--- src/rtl/imem_loader.sv ---
// imem_loader
//   Streams a program from a valid/ready source into instruction memory
//   while holding the core in reset, then releases the core.
//   A load starts on a one-cycle start pulse from IDLE or RUN. Each accepted
//   word is written one cycle later at consecutive word addresses. The load
//   ends on the terminator word (END_WORD, which is itself written) or when
//   the last address has been written without a terminator (overflow).
//
//   Optional feature, macro IMEM_LOADER_PAD_EN: after a terminator that is
//   not at the last address, a PAD state fills the rest of memory with
//   END_WORD, one word per cycle, before the core is released.
//
// Ports
//   clk         system clock, rising edge
//   rst         asynchronous reset, active low
//   start       one-cycle load request (ignored while busy)
//   in_valid    source presents in_data
//   in_data     program word
//   in_ready    loader accepts a word this cycle (LOAD only)
//   imem_we     memory write strobe
//   imem_addr   memory word address
//   imem_wdata  memory write data
//   cpu_rst     active-high core reset, low only in RUN
//   busy        load (or pad) in progress
//   done        load complete, core running
//   overflow    memory filled without a terminator
//   word_count  words written by the last/current load, terminator included
module imem_loader #(
    parameter int unsigned ADDR_W   = 8,
    parameter logic [31:0] END_WORD = 32'hFFFF_FFFF
) (
    input  logic              clk,
    input  logic              rst,
    input  logic              start,
    input  logic              in_valid,
    input  logic [31:0]       in_data,
    output logic              in_ready,
    output logic              imem_we,
    output logic [ADDR_W-1:0] imem_addr,
    output logic [31:0]       imem_wdata,
    output logic              cpu_rst,
    output logic              busy,
    output logic              done,
    output logic              overflow,
    output logic [ADDR_W:0]   word_count
);

`ifdef IMEM_LOADER_PAD_EN
    typedef enum logic [1:0] {IDLE, LOAD, PAD, RUN} state_e;
`else
    typedef enum logic [1:0] {IDLE, LOAD, RUN} state_e;
`endif

    localparam logic [ADDR_W-1:0] ADDR_LAST = '1;
    localparam logic [ADDR_W-1:0] ADDR_ONE  = 1;
    localparam logic [ADDR_W:0]   CNT_ONE   = 1;

    state_e            state_q;
    logic [ADDR_W-1:0] addr_q;      // address the next word goes to
    logic [ADDR_W:0]   cnt_q;
    logic              we_q;
    logic [ADDR_W-1:0] waddr_q;
    logic [31:0]       wdata_q;
    logic              cpu_rst_q;
    logic              busy_q;
    logic              done_q;
    logic              ovf_q;

    logic is_end;
    logic at_last;

    assign is_end  = (in_data == END_WORD);
    assign at_last = (addr_q == ADDR_LAST);

    always_ff @(posedge clk or negedge rst) begin
        if (!rst) begin
            state_q   <= IDLE;
            addr_q    <= '0;
            cnt_q     <= '0;
            we_q      <= 1'b0;
            waddr_q   <= '0;
            wdata_q   <= '0;
            cpu_rst_q <= 1'b1;
            busy_q    <= 1'b0;
            done_q    <= 1'b0;
            ovf_q     <= 1'b0;
        end else begin
            // write strobe is a single-cycle pulse unless re-armed below
            we_q <= 1'b0;
            case (state_q)
                IDLE, RUN: begin
                    if (start) begin
                        state_q   <= LOAD;
                        addr_q    <= '0;
                        cnt_q     <= '0;
                        done_q    <= 1'b0;
                        ovf_q     <= 1'b0;
                        busy_q    <= 1'b1;
                        cpu_rst_q <= 1'b1;
                    end
                end
                LOAD: begin
                    if (in_valid) begin
                        we_q    <= 1'b1;
                        waddr_q <= addr_q;
                        wdata_q <= in_data;
                        addr_q  <= addr_q + ADDR_ONE;   // wraps to 0 after the last word
                        cnt_q   <= cnt_q + CNT_ONE;
                        if (is_end || at_last) begin
                            ovf_q <= !is_end;
`ifdef IMEM_LOADER_PAD_EN
                            // a terminator at the last address leaves nothing to pad
                            if (is_end && !at_last) begin
                                state_q <= PAD;
                            end else begin
                                state_q   <= RUN;
                                busy_q    <= 1'b0;
                                done_q    <= 1'b1;
                                cpu_rst_q <= 1'b0;
                            end
`else
                            state_q   <= RUN;
                            busy_q    <= 1'b0;
                            done_q    <= 1'b1;
                            cpu_rst_q <= 1'b0;
`endif
                        end
                    end
                end
`ifdef IMEM_LOADER_PAD_EN
                PAD: begin
                    we_q    <= 1'b1;
                    waddr_q <= addr_q;
                    wdata_q <= END_WORD;
                    addr_q  <= addr_q + ADDR_ONE;
                    if (at_last) begin
                        state_q   <= RUN;
                        busy_q    <= 1'b0;
                        done_q    <= 1'b1;
                        cpu_rst_q <= 1'b0;
                    end
                end
`endif
                default: state_q <= IDLE;
            endcase
        end
    end

    assign in_ready   = (state_q == LOAD);
    assign imem_we    = we_q;
    assign imem_addr  = waddr_q;
    assign imem_wdata = wdata_q;
    assign cpu_rst    = cpu_rst_q;
    assign busy       = busy_q;
    assign done       = done_q;
    assign overflow   = ovf_q;
    assign word_count = cnt_q;

endmodule

--- config.mk ---
export PLATFORM = sky130hd
export DESIGN_NAME = imem_loader
export DESIGN_NICKNAME = d
export VERILOG_FILES = /design/src/rtl/imem_loader.sv
export SDC_FILE = /design/constraint.sdc
export NUM_CORES = 1
export LEC_CHECK = 0
export CAP_MARGIN = 10
export CORE_ASPECT_RATIO = 0.9
export CORE_MARGIN = 5
export CORE_UTILIZATION = 49
export CTS_CLUSTER_SIZE = 14
export DETAILED_ROUTE_END_ITERATION = 12
export PLACE_DENSITY = 0.87
export SETUP_SLACK_MARGIN = 0.4
export SYNTH_ARGS = -nofsm -noshare
export SYNTH_HDL_FRONTEND = slang
export SYNTH_SLANG_ARGS = --single-unit
--- constraint.sdc ---
create_clock -name clk -period 3.7 [get_ports clk]
set_input_delay 0.37 -clock clk [delete_from_list [all_inputs] [get_ports clk]]
set_output_delay 0.37 -clock clk [all_outputs]
set_load 0.01 [all_outputs]
======== Word-level counts from Yosys, hierarchy flattened ========
Cells that the tools add are included.
storage, ports and cells
  register bits after elaboration ......... 64
  logic and storage cells ................. 51
  input bits .............................. 36
  output and inout bits ................... 55
operators by class
  equal/unequal tests ..................... 7
  reductions and logical operators ........ 9
  muxes and demuxes ....................... 23
  add/subtract/negate cells ............... 2
operators by type and width
  kind                    count
  $eq A32 B32 Y1 const B  1
  $mux W9                 2
  $pmux W9 S2             1
  $mux W8                 2
  $pmux W8 S2             1
  $mux W1                 10
  $add A9 B1 Y9 const B   1
  $add A8 B1 Y8 const B   1
  $eq A8 B8 Y1 const B    1
  $mux W2                 3
  $pmux W1 S2             3
  $reduce_and A3 Y1       2
  $ne A2 B2 Y1 const B    2
  $pmux W2 S2             1
  $reduce_and A4 Y1       1
  $eq A2 B1 Y1 const B    1
  $eq A2 B2 Y1 const B    1
  $logic_not A2 Y1        1
  $ne A2 B1 Y1 const B    1
  $reduce_and A2 Y1       1
  $reduce_bool A2 Y1      1
  $reduce_or A2 Y1        1
  $logic_not A1 Y1        1
  $logic_or A1 B1 Y1      1

======== Longest topological paths before layout ========
  depth after elaboration ................. 5
  depth in mapped cells ................... 6
  depth with buffers taken out ............ 5

======== Worst setup path before layout ========
Ideal clock, no wire load.
  path type ............................... register to register
  start ................................... register cnt_q[0] (netlist: word_count[0])
  end ..................................... register cnt_q[8] (netlist: word_count[8])
  setup time .............................. 121 ps
  period minus slack after synthesis ...... 1365 ps
  buffers on the path ..................... 0
  cell stages (with the launch flop) ...... 6
  required time ........................... 3579 ps
  setup slack ............................. 2335 ps
  arrival ................................. 1244 ps
  cells stage by stage .................... dfrtp_1 > ha_1 > nand3_1 > a2111oi_4 > xnor2_1 > nor2_1
on the way
  cells in the longest elaborated chain, start to end .. 3
RTL lines
  what                    line  RTL
  start, declared         60    logic [ADDR_W:0] cnt_q;
  start signal, assigned  108   cnt_q <= cnt_q + CNT_ONE;
  $add A9 B1 Y9           108
  $mux W9                 103   if (in_valid) begin
  $pmux W9 S2             90    case (state_q)
Every way passes these cells. The select of a mux whose other input is x is not followed.
A chain may end at the register's enable or synchronous reset.

======== Worst setup path after layout ========
  start ................................... register state_q[0]
  end ..................................... output port in_ready
on the way
  cells in the longest elaborated chain, start to end .. 1
RTL lines
  what                    line  RTL
  start, declared         58    state_e state_q;
  start signal, assigned  77    state_q <= IDLE;
  start signal, assigned  93    state_q <= LOAD;
  start signal, assigned  122   state_q <= RUN;
  $eq A2 B1 Y1            149   assign in_ready = (state_q == LOAD);
  end, declared           37    output logic in_ready,
Every way passes these cells.

==> flow_metrics.tcl <==
set metrics [dict create \
    pre_cts_slack_ns 1.53 \
    cp-start-kind "flop" \
    gr-total-overflow 0 \
    grt_max_degree 57 \
    r2r-start "state_q[1]" \
    io_buffers 90 \
    areaGrowthSynthToFinish_pct 42.8 \
    track_usage_pct 20.6 \
    tightest_slew_ns 0.771 \
    critical_path_required_ns 3.33 \
    first_iter_violations 89 \
    max_slew_margin_pct 48.6 \
    setup_tns_ns 0 \
    htreeDepth 3 \
    clk_latency_ns 0.33 \
    die_x_um 88.9 \
    irDropWorstVdd_mv 0.429 \
    drtAntennaViolNets 0 \
    ys_warn_count 0 \
    coreArea_sq_um 5350 \
    drt-total-wl_um 6810 \
    power_frac_clock_pct 34.8 \
    internal_power_mw 1.52 \
    netlist_instances 296 \
    cts_tree "built" \
    max_freq_mhz 464 \
    syn_area_sq_um 2740 \
    dp_cells 443 \
    hold_path.class "input port to async pin" \
    timing.hold.ws_ns 0.0540 \
    final_cell_mix "134 x nand2_1, 89 x clkdlybuf4s50_1, 63 x dfrtp_1, 13 x nand4_1, 11 x nor2_1" \
    post-dp-hpwl_um 4800 \
    cap_violations 0 \
    pin_count 91 \
    nNetsFinal 425 \
    max_stage_delay_ns 0.62 \
    power_frac_comb_pct 21.2 \
    instances_no_fill 459 \
    status "finished clean" \
    synth_area_leader_cell "dfrtp_1" \
    cp_cell_sequence "nor2b_1 -> clkdlybuf4s50_1" \
    cts_root_buffer "clkbuf_8" \
    power_frac_seq_pct 44.0 \
    path_max_fanout 5 \
    period_share_pct 58.2 \
    grt_setup_unrepaired "no" \
    p_sw_mw 0.572 \
    post_cts_buffers 0 \
    vias 2336 \
    n_antenna_cell 0 \
    grt_pass1_wl_um 11500 \
    route.detailed.drc 0 \
    syn_area_per_cell_sq_um 9.27 \
    r2r_setup_slack_ns 1.93 \
    p_per_area_nw_per_um2 534 \
    start_util_pct 51.3 \
    fin_worst_skew_ns 0.00386 \
    finalSetupViolations 0 \
    drive_gt1_share_pct 7.40 \
    path_class "flop to output pin" \
    yosysTopAreaCellShare_pct 57.5 \
    cts_resized 0 \
    synthTopCellsByArea "dfrtp_1 57%, nand2_1 18%, nand4_1 3.0%" \
    drt_pass1_iterations 4 \
    final_common_cell "nand2_1" \
    place.gp.congestion 0.806 \
    antenna_found_initial 0 \
    p_leak_nw 1.84 \
    avgViaCountPerCell 5.09 \
    worstSetupEndpointType "output pin" \
    ys_seq_area_share_pct 58.4 \
    finalHoldViolations 0 \
    cts_hold_buf 0 \
    switching_share_pct 27.4 \
    die_h_um 81.0 \
    wire_per_inst_um 14.8 \
    synth_cell_types 32 \
    synth_fp_nets 334 \
    fp.dieArea_sq_um 7200 \
    crit_arrival_ns 1.78 \
    cts.clk_slew.worst_paths_ns 0.07 \
    numClockSinks 64 \
    crit_path_top_delay_cell "clkdlybuf4s50_1" \
    clockBufferDepth 2 \
    fp-row-count 25 \
    numCtsBuffers 9 \
    r2r_end "imem_wdata[23]" \
    reg2reg_depth 5 \
    slew_violations 0 \
    grt_pass1_vias 2388 \
    setup_ws_ns 1.55 \
    ys_seq_elements 64 \
    layout_min_cycle_time_ns 2.15 \
]
==> power by group through the flow <==
stage | clock network [mW] | logic [mW] | registers, mW
2_1_floorplan | 0 | 0.150 | 0.949
3_3_place_gp | 0 | 0.434 | 0.923
3_5_place_dp | 0 | 0.446 | 0.929
4_1_cts | 0.741 | 0.450 | 0.919
5_1_grt | 0.771 | 0.485 | 0.941
6_report | 0.728 | 0.443 | 0.921
==> cells in the mapped netlist <==
master     count
a2111oi_4      1
a211oi_1       1
a211oi_2       1
a21oi_1        6
and2_1         1
and2b_1        1
and3_1         1
buf_2         11
buf_4          1
buf_6          1
dfrtp_1       63
dfstp_2        1
ha_1           2
inv_1          5
nand2_1      134
nand2b_4       1
nand3_1        4
nand3b_4       1
nand4_1       13
nor2_1        11
nor2_2         4
nor2b_1        1
nor3_1         4
nor4_1         2
o21ai_0        8
o221ai_1       1
o31a_1         1
o32ai_1        1
or2_2          1
or3_1          2
xnor2_1        6
xor2_1         5
==> logic make-up (layout without fill, tap and decap cells) <==
group / after synthesis / after routing / synth area share [%]
AND/OR/NAND/NOR: 181 / 181 / 28.5
flip-flops: 64 / 64 / 58.4
AO/OA/AOI/OAI: 20 / 20 / 5.25
buffers and inverters: 18 / 114 / 3.38
XOR/XNOR: 11 / 11 / 3.51
adder cells (fa/ha/maj): 2 / 2 / 0.912
==> per-stage QoR <==
stage | cell area (sq um) | total power [mW] | util, %
2_1_floorplan | 2740 | 1.10 | -
3_3_place_gp | 3670 | 1.36 | 68.6
3_5_place_dp | 3670 | 1.38 | 68.6
4_1_cts | 3920 | 2.11 | 73.2
5_1_grt | 3920 | 2.20 | 73.2
6_report | 3920 | 2.09 | 73.2
==> worst max-delay path: cells and delay by family (launching register included) <==
kind | cells | cell delay (ns)
buf+inv | 1 | 0.62
flops | 1 | 0.44
simple gates | 1 | 0.39
==> worst max-delay path by stage <==
stage	to	start	depth (start not counted)	slack, ns
floorplan	word_count[8]	word_count[0]	5	2.34
global placement	imem_wdata[9]	in_valid	6	1.58
detailed placement	imem_wdata[3]	in_valid	6	1.53
CTS	in_ready	state_q[0]	2	1.53
global route	in_ready	state_q[0]	2	1.44
finish	in_ready	state_q[0]	2	1.55
==> layer usage <==
| layer | vias to the layer above | GRT usage (%) | share of wire, % |
|---|---|---|---|
| met3 | 7 | 6.90 | 8.8 |
| met5 | - | 0 | 0 |
| li1 | 1137 | - | - |
| met1 | 1112 | 27.2 | 43 |
| met2 | 80 | 33.0 | 47 |
| met4 | 0 | 4.98 | 0.78 |
==> sequential cells by signal (all words and copies together), names as in the netlist <==
name        count
cpu_rst         1
busy            1
imem_addr       8
imem_we         1
overflow        1
word_count      9
done            1
imem_wdata     32
state_q         2
addr_q          8
==> area by class of cell <==
| cell class | instances | area [sq um] |
|---|---|---|
| clock buffers | 11 | 141 |
| flip-flops and latches | 64 | 1600 |
| clock inverters | 5 | 104 |
| multi-input cells | 214 | 1050 |
| fillers | 396 | 1430 |
| inverters | 5 | 18.8 |
| repair buffers | 93 | 918 |
| well taps | 67 | 83.8 |
No activity file was read; power rests on OpenSTA's default activity.
